`src/rtl/regfile_write_arbiter.sv`:
```
// Two-requester round-robin write arbiter that zero-sweeps the register file after reset or clear.
// Latency: a grant writes one cycle after the handshake. Backpressure: only one ready per cycle, none during the sweep.
module regfile_write_arbiter #(
    parameter int NUM_REGS = 16,
    parameter int ADDR_W   = 4,
    parameter int DATA_W   = 32
) (
    input  logic              Clk,
    input  logic              reset,
    input  logic              clear,
    input  logic              req0_valid,
    input  logic [ADDR_W-1:0] req0_addr,
    input  logic [DATA_W-1:0] req0_data,
    output logic              req0_ready,
    input  logic              req1_valid,
    input  logic [ADDR_W-1:0] req1_addr,
    input  logic [DATA_W-1:0] req1_data,
    output logic              req1_ready,
    output logic              rf_we,
    output logic [ADDR_W-1:0] rf_addressIn,
    output logic [DATA_W-1:0] rf_regIn,
    output logic              init_done
);

    // One count past the last register marks the idle cycle before RUN.
    localparam int CNT_W = $clog2(NUM_REGS + 1);

    typedef enum logic {
        INIT = 1'b0,
        RUN  = 1'b1
    } state_t;

    state_t            state, state_nxt;
    logic [CNT_W-1:0]  sweep_cnt, sweep_cnt_nxt;
    logic              last_grant, last_grant_nxt;
    logic              grant0, grant1;
    logic              we_nxt;
    logic [ADDR_W-1:0] addr_nxt;
    logic [DATA_W-1:0] data_nxt;

    always_ff @(posedge Clk or negedge reset) begin
        if (!reset) begin
            state        <= INIT;
            sweep_cnt    <= '0;
            last_grant   <= 1'b1;
            rf_we        <= 1'b0;
            rf_addressIn <= '0;
            rf_regIn     <= '0;
        end else begin
            state        <= state_nxt;
            sweep_cnt    <= sweep_cnt_nxt;
            last_grant   <= last_grant_nxt;
            rf_we        <= we_nxt;
            rf_addressIn <= addr_nxt;
            rf_regIn     <= data_nxt;
        end
    end

    always_comb begin
        state_nxt      = state;
        sweep_cnt_nxt  = sweep_cnt;
        last_grant_nxt = last_grant;
        grant0         = 1'b0;
        grant1         = 1'b0;
        we_nxt         = 1'b0;
        addr_nxt       = rf_addressIn;
        data_nxt       = rf_regIn;

        case (state)
            INIT: begin
                if (sweep_cnt == CNT_W'(NUM_REGS)) begin
                    state_nxt = RUN;
                end else begin
                    we_nxt        = 1'b1;
                    addr_nxt      = ADDR_W'(sweep_cnt);
                    data_nxt      = '0;
                    sweep_cnt_nxt = sweep_cnt + 1'b1;
                end
            end
            RUN: begin
                if (clear) begin
                    state_nxt     = INIT;
                    sweep_cnt_nxt = '0;
                end else begin
                    // On a tie the requester that did not win last time goes first.
                    grant0 = req0_valid && (!req1_valid || last_grant);
                    grant1 = req1_valid && (!req0_valid || !last_grant);
                    if (grant0) begin
                        we_nxt         = 1'b1;
                        addr_nxt       = req0_addr;
                        data_nxt       = req0_data;
                        last_grant_nxt = 1'b0;
                    end else if (grant1) begin
                        we_nxt         = 1'b1;
                        addr_nxt       = req1_addr;
                        data_nxt       = req1_data;
                        last_grant_nxt = 1'b1;
                    end
                end
            end
            default: begin
                state_nxt     = INIT;
                sweep_cnt_nxt = '0;
            end
        endcase
    end

    assign req0_ready = grant0;
    assign req1_ready = grant1;
    assign init_done  = (state == RUN);

endmodule
```
`config.mk`:
```
export PLATFORM = sky130hd
export DESIGN_NAME = regfile_write_arbiter
export DESIGN_NICKNAME = d
export VERILOG_FILES = /design/src/rtl/regfile_write_arbiter.sv
export SDC_FILE = /design/constraint.sdc
export NUM_CORES = 1
export LEC_CHECK = 0
export BUFFER_PORTS_ARGS = -buffer_cell sky130_fd_sc_hd__buf_2
export CAP_MARGIN = 20
export CORE_MARGIN = 10
export CORE_UTILIZATION = 49
export DETAILED_ROUTE_END_ITERATION = 6
export PLACE_DENSITY = 0.84
export SLEW_MARGIN = 20
export SYNTH_ARGS = -nofsm -noshare
export SYNTH_HDL_FRONTEND = slang
export SYNTH_SLANG_ARGS = --single-unit
```
`constraint.sdc`:
```
create_clock -name Clk -period 3.7 [get_ports Clk]
set_clock_uncertainty 0.05 [all_clocks]
set_input_delay 0.185 -clock Clk [delete_from_list [all_inputs] [get_ports Clk]]
set_output_delay 0.185 -clock Clk [all_outputs]
set_load 0.01 [all_outputs]
```
### After elaboration in Yosys (flattened, before gate mapping)

Index checks and enable logic that the tools add are counted.

* flip-flop bits (word level): 44
* output and inout port bits: 40
* word-level logic and storage cells: 52

* $add $sub $neg: 1
* equality and inequality tests: 5
* multiplexer cells: 27
* bitwise logic cells: 2
* reduce and logical (&&, ||, !) cells: 11

Operators with widths (count)
* $mux W32: 4
* $pmux W32 S2: 1
* $mux W4: 4
* $mux W1: 12
* $mux W5: 2
* $pmux W5 S2: 1
* $pmux W4 S2: 1
* $ne A2 B2 Y1 const B: 3
* $reduce_and A3 Y1: 2
* $add A5 B1 Y5 const B: 1
* $eq A5 B5 Y1 const B: 1
* $pmux W1 S2: 2
* $logic_not A1 Y1: 3
* $ne A3 B1 Y1 const B: 1
* $logic_and A1 B1 Y1: 2
* $logic_or A1 B1 Y1: 2
* $not A1 Y1: 2
* $reduce_and A2 Y1: 1
* $reduce_bool A2 Y1: 1

### Depth between registers and ports, before layout

* depth in word-level cells: 7
* gate-level depth with buffers: 7
* depth with buffers taken out: 6

### Worst setup path after synthesis

No wires, ideal clock.

* path type: reg-to-reg
* from: register sweep_cnt[0]
* to: register rf_addressIn[0]
* arrival: 1.378 ns
* data required time: 3.523 ns
* setup slack: 2.144 ns
* cell stages (with the launch flop): 7
* clock period less this slack: 1.556 ns
* path through: dfrtp_1 -> inv_1 -> ha_1 -> nand3b_4 -> o21bai_4 -> nand2_2 -> mux2_1

* word-level cells in the longest chain between the ends: 3

Ends and longest elaborated chain
* from (decl): line 34 `logic [CNT_W-1:0] sweep_cnt, sweep_cnt_nxt;`
* from (signal assigned): line 51 `sweep_cnt <= sweep_cnt_nxt;`
* $eq A5 B5 Y1: line 71 `if (sweep_cnt == CNT_W'(NUM_REGS)) begin`
* $ne A2 B2 Y1 (no source line)
* $reduce_and A3 Y1 (no source line)
* to (signal assigned): line 54 `rf_addressIn <= addr_nxt;`
* to (decl): line 20 `output logic [ADDR_W-1:0] rf_addressIn,`

Parallel ways exist; a longest one is shown, timed or not. The select of a mux whose other input is x is not followed.
A chain may end at the register's enable or synchronous reset.

### Worst setup path in the final report

* from: register state (netlist: init_done)
* to: register rf_addressIn[0]

* word-level cells in the longest chain between the ends: 3

Ends and longest elaborated chain
* from (decl): line 33 `state_t state, state_nxt;`
* from (signal assigned): line 50 `state <= state_nxt;`
* $not A1 Y1
* $ne A2 B2 Y1 (no source line)
* $reduce_and A3 Y1 (no source line)

Parallel ways exist; a longest one is shown, timed or not.

==> summary.md <==
| Metric | Value |
|---|---|
| Largest net degree at the start of global routing | `45` |
| Post-synthesis cell count | `206` |
| Antenna cell count | `0` |
| GR Util All Layers | `15.0%` |
| CTS buffer count | `5` |
| Synth area leaders | `dfrtp_1 47%, mux2i_1 15%, nand3_1 7.9%, o21ai_1 7.4%, buf_12 3.5%` |
| CP max stage cell | `dfrtp_1` |
| # IOs | `117` |
| Worst relative slew slack | `36.3%` |
| DRC Markers | `0` |
| Static Leakage | `1.60 nW` |
| Worst-Margin Slew | `0.956 ns` |
| Post-synthesis sequential area ratio | `48.2%` |
| Clock transition at the registers of the reported paths | `0.08 ns` |
| Synth Area per Inst | `11.1 µm²` |
| Final min period | `2.22 ns` |
| Vias in the first global route | `2,072` |
| Failing checks | `hold timing` |
| WL per Instance | `15.9 µm` |
| Crit path capture type | `register` |
| Rows | `24` |
| Synth cell types | `34` |
| Largest area contributor in the netlist | `dfrtp_1` |
| Port bufs | `116` |
| Max Clk Rate | `450 MHz` |
| Crit Path Category | `register to register` |
| Post-synth top area share | `47.0%` |
| Count of pins over their slew limit | `0` |
| Clock Root Buffer | `clkbuf_8` |
| Total wire length | `5860 µm` |
| Clock latency on the worst-skew pair | `0.28 ns` |
| Critical Path AT | `2.34 ns` |
| Count of state elements after synthesis | `44` |
| Worst Hold Slack | `-0.00628 ns` |
| Synthesized cell area | `2290 µm²` |
| Share of cells above drive strength 1 | `42.7%` |
| Core ar. | `4440 µm²` |
| Final instance area | `2880 µm²` |
| DP Wirelength | `4610 µm` |
| VDD IR max | `0.240 mV` |
| Initial antenna violation count | `0` |
| Worst Hold Class | `primary input to async pin` |
| RSZ-0062 raised after global routing | `no` |
| Final setup violation count | `0` |
| CTS Sinks | `44` |
| FF-to-FF setup slack | `1.48 ns` |
| Die Outline Area | `7800 µm²` |
| Final nets | `395` |
| Final hold vios | `4` |
| Period utilization | `60.1%` |
| Placed inst area | `2810 µm²` |
| Initial DRC Count | `93` |
| Maximum fanout along the worst path | `37` |
| First-pass DRT Iterations | `4` |
| Via density | `5.21` |
| Die H | `88.3 µm` |
| Post-DRT Antenna Nets | `0` |
| H-tree levels | `2` |
| Post-CTS sizing | `0` |
| TNS Setup | `0 ns` |
| Die Width | `88.3 µm` |
| Initial core utilization | `51.5%` |
| Crit-path cells | `and2b_4, o21ai_4, buf_4, nand2_2, mux2_1` |
| Power per cell area | `500 nW/µm²` |
| Layout area overhead | `26.1%` |
| Hold-fix buffers, CTS | `0` |
| First-pass GRT wire length | `9490 µm` |
| Max clock buf depth | `2` |
| Crit start category | `register` |
| Postcts setup bufs | `0` |
| Syn_nets | `285` |
| Length in cells of the worst reg-to-reg path | `5` |
| CP max stage delay | `0.58 ns` |
| Max Cap Violations | `0` |
| CTS tree | `done` |
| Placer Congestion | `0.869` |
| GRT overflow | `0` |
| YS warnings | `0` |
| Worst EP required | `3.82 ns` |
| Status | `complete, but fails checks` |
| Vias | `1,919` |
## state kept, by name, indices dropped and copies added, names as in the netlist
register / flops
rf_regIn: 32
init_done: 1
sweep_cnt: 5
last_grant: 1
rf_we: 1
rf_addressIn: 4
## power by group
part	internal, mW	switching (mW)	total, mW
Combinational	0.232	0.280	0.512
Clock	0.128	0.146	0.274
Sequential	0.568	0.0874	0.656
Total	0.928	0.514	1.44
## worst max-delay path, delay by kind of cell (launching register included)
family          cells  cell delay [ns]
compound gates      1             0.28
buf+inv             1             0.45
flops               1             0.58
mux                 1             0.32
simple gates        2             0.42
## metal layers
metal,part of all wire [%],vias up,GRT usage (%)
li1,-,969,-
met1,39,863,16.3
met2,49,80,25.7
met3,11,7,6.25
met4,1.2,0,5.29
met5,0,-,0
## layout by cell type, fill, tap and decap left out, types with 3 or more instances in the layout
cell type  instances
buf_2            116
dfrtp_1           43
nand3_1           36
mux2i_1           34
o21ai_1           34
nand2_1            6
clkbuf_8           5
inv_1              4
o21ai_0            3
## layout make-up
class / instances / area [µm²]
Clock buffer: 6 / 72.6
Clock inverter: 1 / 5.00
Inverter: 4 / 15.0
Tap cell: 52 / 65.1
Multi-Input combinational cell: 143 / 1030
Fill cell: 393 / 1560
Timing Repair Buffer: 118 / 596
Sequential cell: 44 / 1100
## Yosys cell counts
cell      instances
mux2_1            2
nand2b_1          1
nor2b_1           1
o21bai_4          1
o21ai_0           3
o31ai_1           1
inv_1             4
a41oi_1           1
dfstp_2           1
a21oi_1           2
o21ai_1          34
nand3b_4          1
o221ai_2          2
buf_6             3
nand4b_1          2
nor2_1            2
o31ai_2           1
clkbuf_1          4
xor2_1            1
ha_1              2
buf_12            4
buf_2             4
dfrtp_1          43
nand2b_4          1
nand2_2           1
a31oi_1           2
nor2b_4           1
o221ai_1          2
nand2_1           6
nand3_1          36
mux2i_1          34
and2b_4           1
a22o_1            1
o21ai_2           1
## final timing paths
check / start / to
worst max register to register: init_done / rf_addressIn[0]
worst min-delay path: reset / rf_regIn[14]
worst min register to register: rf_addressIn[0] / rf_addressIn[0]
min in group Clk: req0_data[11] / rf_regIn[11]
max in group asynchronous: reset / rf_regIn[25]
worst max-delay path: init_done / rf_addressIn[0]
## cell families after synthesis
| logic type | Yosys count | share of synthesized area, % |
|---|---|---|
| xor+xnor | 1 | 0.383 |
| mux | 36 | 15.9 |
| fa+ha+maj | 2 | 1.09 |
| compound gates | 51 | 14.0 |
| simple gates | 53 | 13.3 |
| buf+inv | 19 | 7.17 |
| flops | 44 | 48.2 |
## metrics by stage
| step | power [mW] | util, % | std cells | setup WS (ns) |
|---|---|---|---|---|
| CTS | 1.46 | 64.9 | 368 | 1.46 |
| detailed placement | 1.18 | 63.1 | 361 | 1.48 |
| finish | 1.44 | 64.9 | 368 | 1.48 |
| global placement | 1.17 | 63.1 | 361 | 1.53 |
| floorplan | 1.04 | - | 206 | 2.14 |
| global route | 1.54 | 64.9 | 368 | 1.31 |
No activity file was read; power rests on OpenSTA's default activity.
